<file path="src/rtl/daq_sweep_sequencer_if.sv">
// DAQ trigger/capture and result-stream signals of the sweep sequencer.
// master is the sequencer side; slave is the DAQ controller and result sink.
interface daq_sweep_sequencer_if #(
    parameter int DW = 12
);
    logic          daq_start_o;
    logic [DW-1:0] daq_dac_in_o;
    logic          daq_done;
    logic [DW-1:0] daq_adc_data;
    logic          res_valid_o;
    logic          res_ready;
    logic [DW-1:0] res_code_o;
    logic [DW-1:0] res_data_o;
    logic          res_last_o;

    modport master (
        output daq_start_o,
        output daq_dac_in_o,
        input  daq_done,
        input  daq_adc_data,
        output res_valid_o,
        input  res_ready,
        output res_code_o,
        output res_data_o,
        output res_last_o
    );

    modport slave (
        input  daq_start_o,
        input  daq_dac_in_o,
        output daq_done,
        output daq_adc_data,
        input  res_valid_o,
        output res_ready,
        input  res_code_o,
        input  res_data_o,
        input  res_last_o
    );
endinterface

</file>
<file path="src/rtl/daq_sweep_sequencer.sv">
// Multi-point DAC-step / ADC-capture sweep sequencer on top of the DAQ controller.
// Each point: settle, trigger, wait for conversion, hand (code, data) downstream.
module daq_sweep_sequencer #(
    parameter int DW  = 12,
    parameter int NPW = 10,
    parameter int SW  = 8
) (
    input  logic                  clk,
    input  logic                  reset,
    input  logic                  sweep_start,
    input  logic                  abort,
    input  logic [DW-1:0]         code_start,
    input  logic [DW-1:0]         code_step,
    input  logic [NPW-1:0]        num_points,
    input  logic [SW-1:0]         settle_cycles,
    output logic [NPW-1:0]        point_idx_o,
    output logic                  busy_o,
    output logic                  sweep_done_o,
    daq_sweep_sequencer_if.master bus
);

    typedef enum logic [2:0] {
        S_IDLE,
        S_SETTLE,
        S_TRIG,
        S_WAIT,
        S_PUSH,
        S_DONE
    } state_e;

    state_e         state_q;
    logic [DW-1:0]  step_q;
    logic [NPW-1:0] np_q;
    logic [SW-1:0]  settle_q;
    logic [SW-1:0]  cnt_q;
    logic [NPW-1:0] idx_q;
    logic [DW-1:0]  dac_q;
    logic           daq_start_q;
    logic           res_valid_q;
    logic [DW-1:0]  res_code_q;
    logic [DW-1:0]  res_data_q;
    logic           res_last_q;
    logic           busy_q;
    logic           done_q;

    logic [DW:0]    sum_d;
    logic [DW-1:0]  code_nxt_d;

    // Code stepping saturates at full scale instead of wrapping.
    always_comb begin
        sum_d      = {1'b0, dac_q} + {1'b0, step_q};
        code_nxt_d = sum_d[DW] ? {DW{1'b1}} : sum_d[DW-1:0];
    end

    always_ff @(posedge clk) begin
        if (reset) begin
            state_q     <= S_IDLE;
            step_q      <= '0;
            np_q        <= '0;
            settle_q    <= '0;
            cnt_q       <= '0;
            idx_q       <= '0;
            dac_q       <= '0;
            daq_start_q <= 1'b0;
            res_valid_q <= 1'b0;
            res_code_q  <= '0;
            res_data_q  <= '0;
            res_last_q  <= 1'b0;
            busy_q      <= 1'b0;
            done_q      <= 1'b0;
        end else if (abort && state_q != S_IDLE) begin
            state_q     <= S_IDLE;
            busy_q      <= 1'b0;
            res_valid_q <= 1'b0;
            daq_start_q <= 1'b0;
            done_q      <= 1'b0;
        end else begin
            daq_start_q <= 1'b0;
            done_q      <= 1'b0;
            unique case (state_q)
                S_IDLE: begin
                    if (sweep_start && !abort) begin
                        step_q   <= code_step;
                        np_q     <= num_points;
                        settle_q <= settle_cycles;
                        busy_q   <= 1'b1;
                        if (num_points == '0) begin
                            state_q <= S_DONE;
                            done_q  <= 1'b1;
                        end else begin
                            state_q <= S_SETTLE;
                            idx_q   <= '0;
                            dac_q   <= code_start;
                            cnt_q   <= settle_cycles;
                        end
                    end
                end
                S_SETTLE: begin
                    if (cnt_q == '0) begin
                        state_q     <= S_TRIG;
                        daq_start_q <= 1'b1;
                    end else begin
                        cnt_q <= cnt_q - SW'(1);
                    end
                end
                S_TRIG: state_q <= S_WAIT;
                S_WAIT: begin
                    if (bus.daq_done) begin
                        res_data_q  <= bus.daq_adc_data;
                        res_code_q  <= dac_q;
                        res_last_q  <= (idx_q == np_q - NPW'(1));
                        res_valid_q <= 1'b1;
                        state_q     <= S_PUSH;
                    end
                end
                S_PUSH: begin
                    if (bus.res_ready) begin
                        res_valid_q <= 1'b0;
                        if (res_last_q) begin
                            state_q <= S_DONE;
                            done_q  <= 1'b1;
                        end else begin
                            idx_q   <= idx_q + NPW'(1);
                            dac_q   <= code_nxt_d;
                            cnt_q   <= settle_q;
                            state_q <= S_SETTLE;
                        end
                    end
                end
                S_DONE: begin
                    state_q <= S_IDLE;
                    busy_q  <= 1'b0;
                end
                default: state_q <= S_IDLE;
            endcase
        end
    end

    assign point_idx_o      = idx_q;
    assign busy_o           = busy_q;
    assign sweep_done_o     = done_q;
    assign bus.daq_start_o  = daq_start_q;
    assign bus.daq_dac_in_o = dac_q;
    assign bus.res_valid_o  = res_valid_q;
    assign bus.res_code_o   = res_code_q;
    assign bus.res_data_o   = res_data_q;
    assign bus.res_last_o   = res_last_q;

endmodule
</file>
<file path="src/flat_wrapper.sv">
// flat-port wrapper written by rule: the top's interface ports become plain ports
module daq_sweep_sequencer_flat 
#(
    parameter int DW  = 12,
    parameter int NPW = 10,
    parameter int SW  = 8
)
  (clk, reset, sweep_start, abort, code_start, code_step, num_points, settle_cycles, point_idx_o, busy_o, sweep_done_o, bus_daq_start_o, bus_daq_dac_in_o, bus_daq_done, bus_daq_adc_data, bus_res_valid_o, bus_res_ready, bus_res_code_o, bus_res_data_o, bus_res_last_o);
  daq_sweep_sequencer_if #(.DW(DW)) bus_i ();
  input  logic clk;
  input  logic reset;
  input  logic sweep_start;
  input  logic abort;
  input  logic [DW-1:0] code_start;
  input  logic [DW-1:0] code_step;
  input  logic [NPW-1:0] num_points;
  input  logic [SW-1:0] settle_cycles;
  output logic [NPW-1:0] point_idx_o;
  output logic busy_o;
  output logic sweep_done_o;
  output wire logic [$bits(bus_i.daq_start_o)-1:0] bus_daq_start_o;
  output wire logic [$bits(bus_i.daq_dac_in_o)-1:0] bus_daq_dac_in_o;
  input wire logic [$bits(bus_i.daq_done)-1:0] bus_daq_done;
  input wire logic [$bits(bus_i.daq_adc_data)-1:0] bus_daq_adc_data;
  output wire logic [$bits(bus_i.res_valid_o)-1:0] bus_res_valid_o;
  input wire logic [$bits(bus_i.res_ready)-1:0] bus_res_ready;
  output wire logic [$bits(bus_i.res_code_o)-1:0] bus_res_code_o;
  output wire logic [$bits(bus_i.res_data_o)-1:0] bus_res_data_o;
  output wire logic [$bits(bus_i.res_last_o)-1:0] bus_res_last_o;
  assign bus_daq_start_o = bus_i.daq_start_o;
  assign bus_daq_dac_in_o = bus_i.daq_dac_in_o;
  assign bus_i.daq_done = bus_daq_done;
  assign bus_i.daq_adc_data = bus_daq_adc_data;
  assign bus_res_valid_o = bus_i.res_valid_o;
  assign bus_i.res_ready = bus_res_ready;
  assign bus_res_code_o = bus_i.res_code_o;
  assign bus_res_data_o = bus_i.res_data_o;
  assign bus_res_last_o = bus_i.res_last_o;
  daq_sweep_sequencer #(.DW(DW), .NPW(NPW), .SW(SW)) u_core (.clk(clk), .reset(reset), .sweep_start(sweep_start), .abort(abort), .code_start(code_start), .code_step(code_step), .num_points(num_points), .settle_cycles(settle_cycles), .point_idx_o(point_idx_o), .busy_o(busy_o), .sweep_done_o(sweep_done_o), .bus(bus_i));
endmodule
</file>
<file path="config.mk">
export PLATFORM = sky130hd
export DESIGN_NAME = daq_sweep_sequencer_flat
export DESIGN_NICKNAME = d
export VERILOG_FILES = /design/src/rtl/daq_sweep_sequencer_if.sv /design/src/rtl/daq_sweep_sequencer.sv /design/src/flat_wrapper.sv
export SDC_FILE = /design/constraint.sdc
export NUM_CORES = 1
export LEC_CHECK = 0
export CAP_MARGIN = 25
export CORE_MARGIN = 5
export CORE_UTILIZATION = 34
export DETAILED_ROUTE_END_ITERATION = 10
export PLACE_DENSITY = 0.58
export SLEW_MARGIN = 30
export SYNTH_ARGS = -nofsm -noshare
export SYNTH_HDL_FRONTEND = slang
export SYNTH_SLANG_ARGS = --single-unit
</file>
<file path="constraint.sdc">
create_clock -name clk -period 2.1 [get_ports clk]
set_input_delay 0.42 -clock clk [delete_from_list [all_inputs] [get_ports clk]]
set_output_delay 0.42 -clock clk [all_outputs]
set_load 0.01 [all_outputs]
</file>
==> key figures, run 1 <==
Outcome
  • Status: complete, but fails checks
  • Violated checks: setup timing

Global route
  • Largest net degree at the start of global routing: 34
  • First-pass GRT wire length: 22300 µm
  • Initial antenna violation count: 0
  • GRT Overall Usage: 0.168
  • Remaining Overflow, GRT: 0
  • Vias in the first global route: 4534

Pwr
  • P_int: ~3500 µW
  • Gate power share: 0.224
  • Switch Pwr: 1310 µW
  • Final Total Pwr: 4800 µW
  • LEAKAGE: 0.00254 µW
  • Power Dens Cells: 707 nW/µm²
  • Clock power share: 0.376
  • VDD IR max: 0.406 mV
  • Reg power frac: 0.400
  • Net Sw Frac: 0.273

Route
  • Via Count: between 4000 and 5000
  • First-pass detailed-route iteration total: 4
  • Vias per cell: 5.06
  • Detail Route met3 WL: 682 µm
  • Routed met2 length: 6610 µm
  • DR WL/cell: 15.0 µm
  • DRT Wirelength: 13900 µm
  • Iter 0 DRT Violations: 227
  • Final ANT Viol Nets: 0
  • Highest routed layer: met4
  • DRC Markers: 0
  • Post-Route M1 WL: 6380 µm

CTS
  • Worst-skew pair later-pin latency: 0.34 ns
  • Hold_buf cts: 0
  • Clock transition at path regs: 0.07 ns
  • CTS Root Cell: clkbuf_16
  • Clk sinks: 92
  • CTS Buffer Depth: 2
  • CTS tree: built
  • H-tree depth: 3
  • Inserted Clock Buffers: 9

Logic synthesis
  • Syn_nets: 666
  • Library cells used by synthesis: 48
  • Commonest cells post-synth: nand2_1 (133), dfxtp_1 (92), a21oi_1 (75)
  • Top_reg_cell synth: dfxtp_1
  • Async S/R FF share, synth: 0
  • Top cell type's share of synthesized area: 0.394
  • Sequential area share after synthesis: 0.394
  • Mapped Area: ~4700 µm²
  • Count leader, synth: nand2_1
  • Yosys reg bits: between 90 and 100
  • Number of synthesis warnings: 0
  • EDFF count, synth: 0
  • Post-Syn Area per Cell: 7.93 µm²
  • Ranking of synthesized cells by area: dfxtp_1 (39%), nand2_1 (11%), a21oi_1 (8.0%)
  • Synth area leader: dfxtp_1
  • Post-Syn Instances: 589

Hold path
  • Hold EP: u_core.bus.res_data_o[11]
  • WHS Path Cells: 2
  • Hold Crit Start: u_core.bus.res_data_o[11]
  • Hold WC Path Type: reg2reg

Die
  • IO Pins: 111
  • DIE HEIGHT: between 100 and 150 µm
  • Die width: 127 µm
  • Starting Density: 0.350
  • Core area: 13300 µm²
  • # rows: 42
  • Die area: 16200 µm²

Critical path
  • Max FO, Critical Path: 4
  • FF-to-FF Start: u_core.bus.daq_dac_in_o[1]
  • Kind of critical path: reg2reg
  • Slowest CP cell: a2111oi_4
  • Startpoint types: register
  • Reg2reg setup slack: -0.07 ns
  • Worst EP arrival: 2.41 ns
  • Crit-path cells: buf_4 -> ha_1 -> a21oi_1 -> nor2_1 -> o211ai_1 -> nand2b_1 -> xnor2_1 -> a2111oi_4
  • Reg2Reg Depth: 8
  • Data required, critical path: about 2.3 ns
  • FF-to-FF End: u_core.bus.daq_dac_in_o[7]
  • Setup crit end kind: register
  • CP max stage delay: 0.35 ns

Timing
  • Worst-Margin Slew: 0.464 ns
  • Final min period: 2.17 ns
  • Max Fclk: 462 MHz
  • Setup ws final: -0.0658 ns
  • Fin. max-slew vios: 0
  • Worst hold margin: 0.454 ns
  • Count of final setup violators: 11
  • Layout Skew: around 0.0066 ns
  • RSZ-0062 raised after global routing: yes
  • Final hold violation count: 0
  • Slew HR: 0.690
  • Period utilisation layout: 1.03

Layout
  • Ratio of cells with drive above 1 in the final layout: 0.161
  • Core Util, Final: 0.509
  • Non-Filler Instances: about 900
  • Syn-to-layout area delta: 45.4%
  • Nets: 822
  • Diodes inserted: 0
  • FILL cells: 1306

Place
  • DP Cell Count: 905
  • GPL Wtd Cong: 0.912
  • DPL Wire Length: 10100 µm
  • Port bufs: 110

Flow run
  • Maximum Capacitance Violations: 0
-- power groups by stage --
| stage | Clock [µW] | Combinational [µW] | Sequential, µW |
|---|---|---|---|
| floorplan | 0 | 581 | 1960 |
| global placement | 0 | 1040 | 1950 |
| detailed placement | 0 | 1060 | 1960 |
| CTS | 1850 | 1070 | 1920 |
| global route | 1920 | 1190 | 1930 |
| finish | 1810 | 1080 | 1920 |
-- per-stage QoR --
stage | TNS [ns] | cell area, µm² | setup slack (ns)
finish | -0.471 | 6790 | -0.0658
global route | -1.53 | 6790 | -0.154
CTS | -0.855 | 6760 | -0.0925
detailed placement | -6.20 | 6360 | -0.333
global placement | -5.44 | 6360 | -0.286
floorplan | -0.762 | 4700 | -0.0854
-- state kept, by name, summed over array words and instances (netlist names), 3 cells and up --
name and count:
u_core.point_idx_o 10, u_core.np_q 10, u_core.settle_q 8, u_core.bus.daq_dac_in_o 12, u_core.state_q 3, u_core.step_q 12, u_core.bus.res_code_o 12, u_core.bus.res_data_o 12
u_core.cnt_q 8
-- critical path: cells and delay by family, from the launching register on --
kind	cells	cell delay, ns
buffers and inverters	1	0.16
XOR/XNOR	1	0.19
AND/OR/NAND/NOR	2	0.22
flip-flops	1	0.34
AO/OA/AOI/OAI	3	0.87
adder cells (fa/ha/maj)	1	0.28
-- cells in the final DEF (no fill, tap or decap), types with 3 or more instances in the layout --
cell type / instances
a2111oi_2: 9
a211oi_1: 7
a21o_1: 6
a21oi_1: 75
a221oi_1: 4
a22oi_1: 3
buf_4: 64
clkbuf_16: 9
clkdlybuf4s50_1: 109
dfxtp_1: 88
dfxtp_2: 4
ha_1: 15
inv_1: 14
mux2i_1: 5
nand2_1: 133
nand2b_1: 5
nand3_1: 14
nand4_1: 3
nor2_1: 39
nor2_2: 3
nor2b_1: 4
nor3_1: 25
nor4_1: 7
o21a_1: 4
o21ai_0: 14
o22ai_1: 3
o31ai_1: 3
or2_2: 4
or3_1: 5
xnor2_1: 11
xor2_1: 17
-- worst max path at each step --
stage,slack [ns],from,cells past startpoint,to
final,-0.07,u_core.bus.daq_dac_in_o[1],8,u_core.bus.daq_dac_in_o[7]
after global routing,-0.15,u_core.bus.daq_dac_in_o[0],10,u_core.bus.daq_dac_in_o[7]
after CTS,-0.09,u_core.bus.daq_dac_in_o[0],10,u_core.bus.daq_dac_in_o[7]
after detailed placement,-0.33,num_points[1],8,u_core.bus.daq_dac_in_o[0]
after global placement,-0.29,num_points[1],9,u_core.bus.daq_dac_in_o[11]
after floorplan,-0.09,u_core.bus.daq_dac_in_o[0],9,u_core.bus.daq_dac_in_o[9]
-- layer usage --
layer  track usage  vias up
met5             0        -
met4        0.0517        0
met3        0.0267       13
met2         0.284      122
met1         0.221     2183
li1              -     2364
-- layout make-up --
class	instances	area, µm²	area share
flip-flops and latches	92	1850	0.272
multi-input cells	450	2690	0.396
clock buffers	11	253	0.0372
inverters	14	52.6	0.00774
well taps	176	220	0.0324
clock inverters	5	83.8	0.0123
repair buffers	178	1640	0.242
-- what timing repair did --
action / CTS / global route
setup endpoints to repair: 11 / 17
resized for setup: 11 / 7
pin swaps: 9 / 5
gates cloned: 1 / 0
setup buffers: 2 / 2
-- kinds of logic (layout without fill, tap and decap cells) --
| kind of cell | Yosys count | count (layout) | synth area share |
|---|---|---|---|
| compound gates | 147 | 147 | 0.207 |
| xor+xnor | 28 | 28 | 0.0525 |
| fa+ha+maj | 17 | 17 | 0.0472 |
| buf+inv | 47 | 208 | 0.0453 |
| flops | 92 | 92 | 0.394 |
| mux | 5 | 5 | 0.0107 |
| simple gates | 253 | 253 | 0.243 |
(Power assumes the default switching activity.)
==> inputs of run 2 (changes only) <==
--- a/config.mk
+++ b/config.mk
@@ -9,7 +9,7 @@
 export CORE_MARGIN = 5
 export CORE_UTILIZATION = 34
 export DETAILED_ROUTE_END_ITERATION = 10
-export PLACE_DENSITY = 0.58
+export PLACE_DENSITY_LB_ADDON = 0.3
 export SLEW_MARGIN = 30
 export SYNTH_ARGS = -nofsm -noshare
 export SYNTH_HDL_FRONTEND = slang
==> constraint.sdc (replaced) <==
create_clock -name clk -period 2.6 [get_ports clk]
set_input_delay 0.52 -clock clk [delete_from_list [all_inputs] [get_ports clk]]
set_output_delay 0.52 -clock clk [all_outputs]
set_load 0.01 [all_outputs]
==> run 2 against run 1 <==
Net effect: the flow now finishes without violations; clock-buffer cell count increased by 1; final cell count decreased by 5.2%; fmax decreased by 11%; register-to-register slack improved by 0.23 ns; sequential power decreased by 19%; first-iteration DRC count increased by 5.7%; global-route usage decreased by 0.34 points; final area decreased by 6.7%; worst hold slack got worse by 0.0010 ns; sequential share of layout area increased by 1.9 points; worst setup slack improved by 0.23 ns; clock power decreased by 25%; critical endpoint is now u_core.bus.daq_dac_in_o[0]; largest cell class unchanged.
==> key figures, run 2 (synthesis results as in run 1) <==
Timing
  • Max Fclk: 410 MHz (-11%)
  • Period utilisation layout: 0.938 (-0.0936)
  • Final hold violation count: 0 (unchanged)
  • Final min period: 2.44 ns (+0.272 ns)
  • Worst-Margin Slew: 0.591 ns (+0.127 ns)
  • Setup ws final: 0.162 ns (+0.228 ns)
  • Layout Skew: 0.00944 ns (+0.00286 ns)
  • Fin. max-slew vios: 0 (unchanged)
  • RSZ-0062 raised after global routing: no
  • Count of final setup violators: 0 (-11)
  • Worst hold margin: 0.453 ns (-0.00103 ns)
  • Final setup TNS: 0 ns (+0.471 ns)
  • Slew HR: 0.602 (-0.0884)

Critical path
  • Max FO, Critical Path: 11 (+7)
  • CP startpoint: u_core.bus.daq_dac_in_o[0]
  • Reg2reg setup slack: 0.16 ns (+0.23 ns)
  • Kind of critical path: reg2reg
  • FF-to-FF Start: u_core.bus.daq_dac_in_o[0]
  • Startpoint types: register
  • Setup crit end kind: register
  • Worst EP arrival: 2.66 ns (+0.25 ns)
  • Data required, critical path: 2.82 ns (+0.48 ns)

Route
  • Detail Route met3 WL: 736 µm (+7.9%)
  • Via Count: 4505 (-3.8%)
  • DR WL/cell: 15.2 µm (+1.2%)
  • DRT Wirelength: 13300 µm (-4.0%)
  • Final ANT Viol Nets: 0 (unchanged)
  • Vias per cell: 5.13 (+1.5%)
  • Post-Route M1 WL: 6060 µm (-5.1%)
  • Routed met2 length: 6260 µm (-5.3%)
  • Iter 0 DRT Violations: 240 (+5.7%)
  • First-pass detailed-route iteration total: 5 (+1)
  • Highest routed layer: met4
  • DRC Markers: 0 (unchanged)

Hold path
  • Hold WC Path Type: reg2reg
  • Hold Crit Start: u_core.bus.res_data_o[0]

Global route
  • GRT Overall Usage: 0.165 (-0.00338)
  • Initial antenna violation count: 0 (unchanged)
  • First-pass GRT wire length: 21700 µm (-2.9%)
  • Vias in the first global route: 4377 (-3.5%)
  • Largest net degree at the start of global routing: 34 (unchanged)
  • Remaining Overflow, GRT: 0 (unchanged)

CTS
  • Clock transition at path regs: 0.06 ns (about the same)
  • Worst-skew pair later-pin latency: 0.35 ns (about the same)
  • Postcts setup bufs: 0 (-2)
  • H-tree depth: 3 (unchanged)
  • Clk sinks: 92 (unchanged)
  • CTS Root Cell: clkbuf_16
  • Inserted Clock Buffers: 9 (unchanged)
  • CTS tree: built
  • CTS Buffer Depth: 2 (unchanged)
  • Hold_buf cts: 0 (unchanged)

Die
  • Core area: 13300 µm² (unchanged)
  • IO Pins: 111 (unchanged)
  • Starting Density: 0.350 (unchanged)
  • # rows: 42 (unchanged)
  • DIE HEIGHT: 127 µm (unchanged)
  • Die area: 16200 µm² (unchanged)
  • Die width: 127 µm (unchanged)

Layout
  • Syn-to-layout area delta: 35.7%
  • Multi-input gate area: 2640 µm² (-2.1%)
  • Non-Filler Instances: 878 (-5.2%)
  • Ratio of cells with drive above 1 in the final layout: 0.0826 (-0.0787)
  • Diodes inserted: 0 (unchanged)
  • FILL cells: 1279 (-2.1%)
  • Final instance area: 6340 µm² (-6.7%)
  • Most frequent cells in the layout: nand2_1 (133), clkdlybuf4s50_1 (109), dfxtp_1 (92)
  • Most common cell after layout, fill and taps aside: nand2_1
  • Sequential cell area: 1840 µm² (-0.27%)
  • Nets: 774 (-5.8%)

Pwr
  • LEAKAGE: 0.00229 µW (-9.9%)
  • VDD IR max: 0.297 mV (-27%)
  • Power Dens Cells: 579 nW/µm² (-18%)

Place
  • Worst slack at placement: 0.0849 ns (+0.418 ns)
  • DP Cell Count: 862 (-4.8%)
  • DPL Wire Length: 9840 µm (-2.9%)
  • Dpl cell area: 6030 µm² (-5.3%)
  • GPL Wtd Cong: 0.880 (-3.6%)
  • Port bufs: 110 (unchanged)

Outcome
  • Status: finished clean

Flow run
  • Maximum Capacitance Violations: 0 (unchanged)
[run 2: cell count changes in the layout (fill, tap and decap cells not counted), moves of 2 or more]
cell      change
nor2_2        -3
nor2_1        +3
clkinv_2      +2
dfxtp_1       +4
dfxtp_2       -4
a211oi_1      +2
buf_4        -47
a211oi_2      -2
[run 2: what timing repair did]
item	CTS	global route
gates resized for setup	0	2
hold endpoints to repair	0	0
setup endpoints to repair	0	11
[run 2: worst paths after layout]
kind	to	cells past startpoint
setup / recovery	u_core.bus.daq_dac_in_o[0]	9
hold / removal	u_core.bus.res_data_o[0]	2
setup reg to reg	u_core.bus.daq_dac_in_o[0]	9
hold reg to reg	u_core.bus.res_data_o[0]	2
[run 2: area by class of cell]
class                      instances  share of cell area
clock inverter                     4             0.00750
timing repair buffer             130               0.203
tap                              176              0.0347
multi-input combinational        450               0.416
clock buffer                      12              0.0405
sequential                        92               0.291
inverter                          14             0.00829
[run 2: critical path: stages, from the launching register on]
cell       delay, ns
dfxtp_1         0.34
ha_1            0.24
fa_1            0.43
a211oi_1        0.29
nor2_1          0.13
o221ai_2        0.22
a31oi_1         0.13
nor4_2          0.14
buf_4           0.27
a2111oi_1       0.11
[run 2: metrics by stage]
| step | util | power [µW] |
|---|---|---|
| CTS | 0.474 | 3700 |
| finish | 0.475 | 3670 |
| floorplan | - | 2050 |
| global placement | 0.451 | 2330 |
| detailed placement | 0.451 | 2350 |
| global route | 0.475 | 3850 |
[run 2: routing by layer]
layer,up-vias,global-route usage
met3,17,0.0313
li1,2267,-
met2,124,0.270
met1,2097,0.215
met4,0,0.0637
met5,-,0
[run 2: report_power, final]
part	internal, µW	switching (µW)
clock	795	554
sequential	1480	77.0
combinational	361	397
total	2640	1030
